File: config.mk
export PLATFORM = sky130hd
export DESIGN_NAME = booth_mult_scheduler_flat
export DESIGN_NICKNAME = d
export VERILOG_FILES = /design/src/rtl/booth_mult_scheduler_if.sv /design/src/rtl/booth_mult_scheduler.sv /design/src/flat_wrapper.sv
export SDC_FILE = /design/constraint.sdc
export NUM_CORES = 1
export LEC_CHECK = 0
export CAP_MARGIN = 15
export CORE_ASPECT_RATIO = 0.7
export CORE_MARGIN = 3
export CORE_UTILIZATION = 42
export CTS_CLUSTER_SIZE = 28
export DETAILED_ROUTE_END_ITERATION = 6
export GPL_TIMING_DRIVEN = 0
export PLACE_DENSITY = 0.8
export SLEW_MARGIN = 20
export SYNTH_ARGS = -nofsm -noshare
export SYNTH_HDL_FRONTEND = slang
export SYNTH_SLANG_ARGS = --single-unit
File: constraint.sdc
create_clock -name clk -period 2.86 [get_ports clk]
set_clock_uncertainty 0.1 [all_clocks]
set_input_delay 0.429 -clock clk [delete_from_list [all_inputs] [get_ports clk]]
set_output_delay 0.429 -clock clk [all_outputs]
set_load 0.02 [all_outputs]
File: src/rtl/booth_mult_scheduler_if.sv
// Bundles the requester, multiplier-core and response signals of the shared
// Booth multiplier scheduler. The scheduler uses the slave view; the
// environment (clients, core and response sink) uses the master view.
interface booth_mult_scheduler_if #(
  parameter int unsigned NUM_REQ = 4,
  parameter int unsigned DATA_W  = 4
);
  localparam int unsigned ID_W   = $clog2(NUM_REQ);
  localparam int unsigned PROD_W = 2 * DATA_W;

  // Requester side
  logic [NUM_REQ-1:0]        req_valid;
  logic [NUM_REQ*DATA_W-1:0] req_a;
  logic [NUM_REQ*DATA_W-1:0] req_b;
  logic [NUM_REQ-1:0]        req_ready;

  // Multiplier core side
  logic                      mul_start;
  logic                      mul_reset;
  logic [DATA_W-1:0]         mul_a;
  logic [DATA_W-1:0]         mul_b;
  logic [PROD_W-1:0]         mul_product;
  logic                      mul_done;

  // Response side
  logic                      rsp_valid;
  logic                      rsp_ready;
  logic [ID_W-1:0]           rsp_id;
  logic [PROD_W-1:0]         rsp_product;
  logic                      rsp_error;

  modport slave (
    input  req_valid, req_a, req_b, mul_product, mul_done, rsp_ready,
    output req_ready, mul_start, mul_reset, mul_a, mul_b,
           rsp_valid, rsp_id, rsp_product, rsp_error
  );

  modport master (
    output req_valid, req_a, req_b, mul_product, mul_done, rsp_ready,
    input  req_ready, mul_start, mul_reset, mul_a, mul_b,
           rsp_valid, rsp_id, rsp_product, rsp_error
  );
endinterface

File: src/rtl/booth_mult_scheduler.sv
// Round-robin scheduler sharing one signed Booth multiplier core among
// NUM_REQ requesters. One job in flight: grant, start pulse, wait for done
// (or watchdog abort), then present a tagged response until accepted.
module booth_mult_scheduler #(
  parameter int unsigned NUM_REQ = 4,
  parameter int unsigned DATA_W  = 4,
  parameter int unsigned TIMEOUT = 16
) (
  input  logic                  clk,
  input  logic                  reset_n,
  booth_mult_scheduler_if.slave bus
);
  localparam int unsigned ID_W   = $clog2(NUM_REQ);
  localparam int unsigned PROD_W = 2 * DATA_W;
  localparam int unsigned TMR_W  = $clog2(TIMEOUT + 1);

  localparam logic [TMR_W-1:0] TMR_LAST = TMR_W'(TIMEOUT - 1);
  localparam logic [ID_W-1:0]  ID_LAST  = ID_W'(NUM_REQ - 1);

  typedef enum logic [1:0] {
    IDLE  = 2'd0,
    ISSUE = 2'd1,
    WAIT  = 2'd2,
    RESP  = 2'd3
  } state_t;

  state_t state;
  state_t next_state;

  logic [ID_W-1:0]    rr_ptr;
  logic [TMR_W-1:0]   timer;
  logic [DATA_W-1:0]  op_a;
  logic [DATA_W-1:0]  op_b;
  logic [ID_W-1:0]    rsp_id_q;
  logic [PROD_W-1:0]  rsp_product_q;
  logic               rsp_error_q;
  logic               rsp_valid_q;
  logic               mul_start_q;
  logic               mul_reset_q;

  logic               win_found;
  logic [ID_W-1:0]    win_id;
  logic [ID_W-1:0]    idx;
  logic [NUM_REQ-1:0] grant;
  logic               xfer;
  logic               done_hit;
  logic               timeout_hit;

  logic [DATA_W-1:0]  lane_a [NUM_REQ];
  logic [DATA_W-1:0]  lane_b [NUM_REQ];

  // Unpack the flat operand buses into per-requester lanes
  for (genvar g = 0; g < NUM_REQ; g++) begin : g_lane
    assign lane_a[g] = bus.req_a[g*DATA_W +: DATA_W];
    assign lane_b[g] = bus.req_b[g*DATA_W +: DATA_W];
  end

  // Round-robin search: first valid requester starting at rr_ptr
  always_comb begin
    win_found = 1'b0;
    win_id    = '0;
    idx       = '0;
    for (int unsigned k = 0; k < NUM_REQ; k++) begin
      idx = ID_W'((32'(rr_ptr) + k) % NUM_REQ);
      if (!win_found && bus.req_valid[idx]) begin
        win_found = 1'b1;
        win_id    = idx;
      end
    end
  end

  // State register
  always_ff @(posedge clk or negedge reset_n) begin
    if (!reset_n) begin
      state <= IDLE;
    end else begin
      state <= next_state;
    end
  end

  // Next-state logic, one-hot grant and watchdog/done decode
  always_comb begin
    next_state  = state;
    grant       = '0;
    xfer        = 1'b0;
    done_hit    = 1'b0;
    timeout_hit = 1'b0;
    case (state)
      IDLE: begin
        // Grant is masked while reset is asserted so req_ready reads 0
        if (reset_n && win_found) begin
          grant[win_id] = 1'b1;
          xfer          = 1'b1;
          next_state    = ISSUE;
        end
      end
      ISSUE: begin
        next_state = WAIT;
      end
      WAIT: begin
        // A done pulse in the timeout cycle still delivers the real product
        if (bus.mul_done) begin
          done_hit   = 1'b1;
          next_state = RESP;
        end else if (timer == TMR_LAST) begin
          timeout_hit = 1'b1;
          next_state  = RESP;
        end
      end
      RESP: begin
        if (bus.rsp_ready) begin
          next_state = IDLE;
        end
      end
      default: begin
        next_state = IDLE;
      end
    endcase
  end

  // Job capture, round-robin pointer, watchdog timer and registered outputs
  always_ff @(posedge clk or negedge reset_n) begin
    if (!reset_n) begin
      rr_ptr        <= '0;
      timer         <= '0;
      op_a          <= '0;
      op_b          <= '0;
      rsp_id_q      <= '0;
      rsp_product_q <= '0;
      rsp_error_q   <= 1'b0;
      rsp_valid_q   <= 1'b0;
      mul_start_q   <= 1'b0;
      mul_reset_q   <= 1'b1;
    end else begin
      mul_start_q <= (next_state == ISSUE);
      rsp_valid_q <= (next_state == RESP);
      mul_reset_q <= timeout_hit;

      if (xfer) begin
        op_a     <= lane_a[win_id];
        op_b     <= lane_b[win_id];
        rsp_id_q <= win_id;
        rr_ptr   <= (win_id == ID_LAST) ? '0 : win_id + ID_W'(1);
      end

      if (state == ISSUE) begin
        timer <= '0;
      end else if (state == WAIT) begin
        timer <= timer + TMR_W'(1);
      end

      if (done_hit) begin
        rsp_product_q <= bus.mul_product;
        rsp_error_q   <= 1'b0;
      end else if (timeout_hit) begin
        rsp_product_q <= '0;
        rsp_error_q   <= 1'b1;
      end
    end
  end

  // Drive the interface
  assign bus.req_ready   = grant;
  assign bus.mul_start   = mul_start_q;
  assign bus.mul_reset   = mul_reset_q;
  assign bus.mul_a       = op_a;
  assign bus.mul_b       = op_b;
  assign bus.rsp_valid   = rsp_valid_q;
  assign bus.rsp_id      = rsp_id_q;
  assign bus.rsp_product = rsp_product_q;
  assign bus.rsp_error   = rsp_error_q;
endmodule

File: src/flat_wrapper.sv
// flat-port wrapper written by rule: the top's interface ports become plain ports
module booth_mult_scheduler_flat 
#(
  parameter int unsigned NUM_REQ = 4,
  parameter int unsigned DATA_W  = 4,
  parameter int unsigned TIMEOUT = 16
)
  (clk, reset_n, bus_req_valid, bus_req_a, bus_req_b, bus_mul_product, bus_mul_done, bus_rsp_ready, bus_req_ready, bus_mul_start, bus_mul_reset, bus_mul_a, bus_mul_b, bus_rsp_valid, bus_rsp_id, bus_rsp_product, bus_rsp_error);
  booth_mult_scheduler_if #(.NUM_REQ(NUM_REQ), .DATA_W(DATA_W)) bus_i ();
  input  logic clk;
  input  logic reset_n;
  input wire logic [$bits(bus_i.req_valid)-1:0] bus_req_valid;
  input wire logic [$bits(bus_i.req_a)-1:0] bus_req_a;
  input wire logic [$bits(bus_i.req_b)-1:0] bus_req_b;
  input wire logic [$bits(bus_i.mul_product)-1:0] bus_mul_product;
  input wire logic [$bits(bus_i.mul_done)-1:0] bus_mul_done;
  input wire logic [$bits(bus_i.rsp_ready)-1:0] bus_rsp_ready;
  output wire logic [$bits(bus_i.req_ready)-1:0] bus_req_ready;
  output wire logic [$bits(bus_i.mul_start)-1:0] bus_mul_start;
  output wire logic [$bits(bus_i.mul_reset)-1:0] bus_mul_reset;
  output wire logic [$bits(bus_i.mul_a)-1:0] bus_mul_a;
  output wire logic [$bits(bus_i.mul_b)-1:0] bus_mul_b;
  output wire logic [$bits(bus_i.rsp_valid)-1:0] bus_rsp_valid;
  output wire logic [$bits(bus_i.rsp_id)-1:0] bus_rsp_id;
  output wire logic [$bits(bus_i.rsp_product)-1:0] bus_rsp_product;
  output wire logic [$bits(bus_i.rsp_error)-1:0] bus_rsp_error;
  assign bus_i.req_valid = bus_req_valid;
  assign bus_i.req_a = bus_req_a;
  assign bus_i.req_b = bus_req_b;
  assign bus_i.mul_product = bus_mul_product;
  assign bus_i.mul_done = bus_mul_done;
  assign bus_i.rsp_ready = bus_rsp_ready;
  assign bus_req_ready = bus_i.req_ready;
  assign bus_mul_start = bus_i.mul_start;
  assign bus_mul_reset = bus_i.mul_reset;
  assign bus_mul_a = bus_i.mul_a;
  assign bus_mul_b = bus_i.mul_b;
  assign bus_rsp_valid = bus_i.rsp_valid;
  assign bus_rsp_id = bus_i.rsp_id;
  assign bus_rsp_product = bus_i.rsp_product;
  assign bus_rsp_error = bus_i.rsp_error;
  booth_mult_scheduler #(.NUM_REQ(NUM_REQ), .DATA_W(DATA_W), .TIMEOUT(TIMEOUT)) u_core (.clk(clk), .reset_n(reset_n), .bus(bus_i));
endmodule
==> metrics <==
status=complete, no violations; final worst setup slack=0.138 ns; CP Capture Type=primary output; CTS Buffer Depth=2; Final min period=2.72 ns; area post-placement=0.00252 sq mm; final hold violations=0; core box area=0.00372 sq mm; Compound-Gate Fraction of Synth Area=20.7%; Ports=74; number of setup violations in the final report=0; syn nets=225; CTS tree=done; syn_area_per_cell=10.0 sq um; depth of the CTS H-tree=2; drt via density=5.27; CTS sink cnt=31; overall routed net length=4830 um; Clock power frac=14.9%; WHS=0.392 ns; Post-Syn Area=0.00171 sq mm; pwr/cell area=945 mW/mm^2; top cells by area, synth=dfrtp_1 (44%), mux2i_1 (5.3%), ha_1 (5.1%), a22o_1 (4.1%), nand2_1 (4.0%); Detail Placement HPWL=3420 um; clock latency on the worst-skew pair=0.29 ns; critical path, cell by cell=dlygate4sd3_1, clkbuf_4, nand3_1, nor3_4, nor2b_1, dlygate4sd2_1; Max-slew headroom=55.1%; wire per inst=15.7 um; first-pass GRT wire length=7690 um; register area=778 sq um; Crit Path Max Fanout=17; Die Y=59.4 um; register share of total power=29.6%; Switching Fraction=39.4%; XOR/XNOR share of the synthesized area=0%; vias in the first global route=1,601; Final Cell Area=0.00275 sq mm; Synth area leader=dfrtp_1; critical path's largest stage delay=0.53 ns; main combinational cell family by area after synthesis=compound AO/OA/AOI/OAI gates; Max VDD drop=633 uV; grt total ovfl=0; final non-filler cell total=308; number of DRC markers in iteration 0=68; die area=0.00488 sq mm; fin crit share=95.2%; initial antenna violation count=0; EDFF count, synth=0; Core Util, Final=74.0%; final slew viol count=0; post-synthesis mux area share=6.59%; top-area cell type share of the netlist area=44.0%; DRC=0; row count=18; Comb pwr share=55.5%; Psw=1.02 mW; drt pass-1 iters=4; Critical path buffers and inverters=3; sequential area share after synthesis=45.5%; via count=1,622; post-synthesis adder-cell area fraction=5.13%; FMAX=367 MHz; Placer Congestion=0.766; commonest non-fill, non-tap cell in the layout=clkdlybuf4s50_1; dpl cells=294; pre-CTS setup slack=-0.478 ns; number of routed nets with antenna violations=0; Req. time, crit path=2.33 ns; top cell family by delay on the critical path=buffers and inverters; multi-input logic area=930 sq um; nature of the critical path startpoint=primary input; crit path DAT=2.19 ns; Synth Instances=170; Layout Nets=312; Synth cell types=39; layout cells sized above 1=14.0%; Layout fillers=276; async set-reset flop share out of synthesis=100%; Top FF cell, synth=dfrtp_1; crit path kind=primary input to primary output; starting density of the core=46.0%; Max-cap violations=0; Num CTS Buffers=5; largest net degree at the start of global routing=18; slowest stage cell on the critical path=dlygate4sd3_1; r2r setup slk=0.36 ns; Post-Synth Simple-Gate Area=18.5%; PortBufs=73; warnings from Yosys=0; clk slew on worst S/H paths=0.06 ns; clk root buf=clkbuf_8; Area Growth Syn to Fin=61.0%; Die X=82.2 um; Worst Hold Class=flip-flop to flip-flop; Worst Max-Slew Pin Slew=0.669 ns; RSZ-0062 raised after global routing=no; Seq cells post-synth=31; n_diodes=0; Int Pwr=1.57 mW; most frequent cells in the layout=clkdlybuf4s50_1 (64), dfrtp_1 (29), nand2_1 (18); overall routing resource usage=21.4%; Lkg Pwr=1.26 nW
## cell families after synthesis
group,after synthesis
multiplexers,11
buffers and inverters,14
AO/OA/AOI/OAI,50
AND/OR/NAND/NOR,57
adder cells (fa/ha/maj),7
flip-flops,31
## what timing repair did
action / CTS / global route
hold buffers: 1 / 0
setup buffers: 4 / 2
pin swaps: 2 / 1
gates resized for setup: 12 / 8
hold endpoints to repair: 14 / 0
setup endpoints to repair: 4 / 4
## synthesized netlist by cell type, types with 2 or more instances
master     n
dfrtp_1   30
nand2_1   18
nor2_1    11
o21ai_0   11
and3_1     9
mux2i_1    9
a21boi_0   8
a22o_1     8
inv_1      8
o211ai_1   8
ha_1       7
a21oi_1    4
clkbuf_1   3
a21o_1     2
and2_1     2
buf_2      2
mux2_2     2
nand2b_1   2
nand3_1    2
nor2b_1    2
nor3b_1    2
o21a_1     2
o22ai_1    2
## per-layer routing
metal	global-route usage [%]	wire, um	vias to the layer above
li1	-	-	783
met1	29.3	2270	768
met2	32.0	2120	63
met3	5.17	365	8
met4	9.72	74	0
met5	0	0	-
## layout make-up
cell class	count	share of cell area, %
Clock inverter	1	0.273
Buffer	5	1.05
Tap cell	50	2.28
Timing Repair Buffer	81	29.7
Multi-Input combinational cell	125	33.8
Clock buffer	7	3.50
Sequential cell	31	28.3
Inverter	8	1.09
## stage by stage
stage               setup TNS (ns)  total power, mW
global placement             -9.71             2.06
CTS                              0             2.57
detailed placement           -1.42             2.10
floorplan                        0             1.57
finish                           0             2.60
global route                     0             2.78
## worst paths after layout
path / from / endpoint / cells after the start
worst max-delay path: reset_n / bus_req_ready[2] / 6
worst min-delay path: u_core.bus.rsp_id[1]$_DFFE_PN0P_ / u_core.bus.rsp_id[1]$_DFFE_PN0P_ / 1
worst max register to register: u_core.timer[0]$_DFFE_PN0P_ / u_core.bus.mul_start$_DFF_PN0_ / 8
worst min register to register: u_core.bus.rsp_id[1]$_DFFE_PN0P_ / u_core.bus.rsp_id[1]$_DFFE_PN0P_ / 1
max in group asynchronous: reset_n / u_core.bus.mul_reset$_DFF_PN1_ / 3
min in group asynchronous: reset_n / u_core.state[0]$_DFF_PN0_ / 2
## power groups by stage
stage / combinational (mW) / sequential, mW / clock (mW)
6_report: 1.44 / 0.769 / 0.387
5_1_grt: 1.57 / 0.797 / 0.416
4_1_cts: 1.41 / 0.763 / 0.395
3_5_place_dp: 1.34 / 0.763 / 0
3_3_place_gp: 1.31 / 0.757 / 0
2_1_floorplan: 0.655 / 0.915 / 0
## flip-flops by register name (all words and copies together) (netlist names)
name                    cells
u_core.bus.rsp_product      8
u_core.state                2
u_core.timer                5
u_core.bus.mul_a            4
u_core.rr_ptr               2
u_core.bus.mul_reset        1
u_core.bus.rsp_error        1
u_core.bus.mul_start        1
u_core.bus.rsp_valid        1
u_core.bus.rsp_id           2
u_core.bus.mul_b            4
No activity file was read; power rests on OpenSTA's default activity.
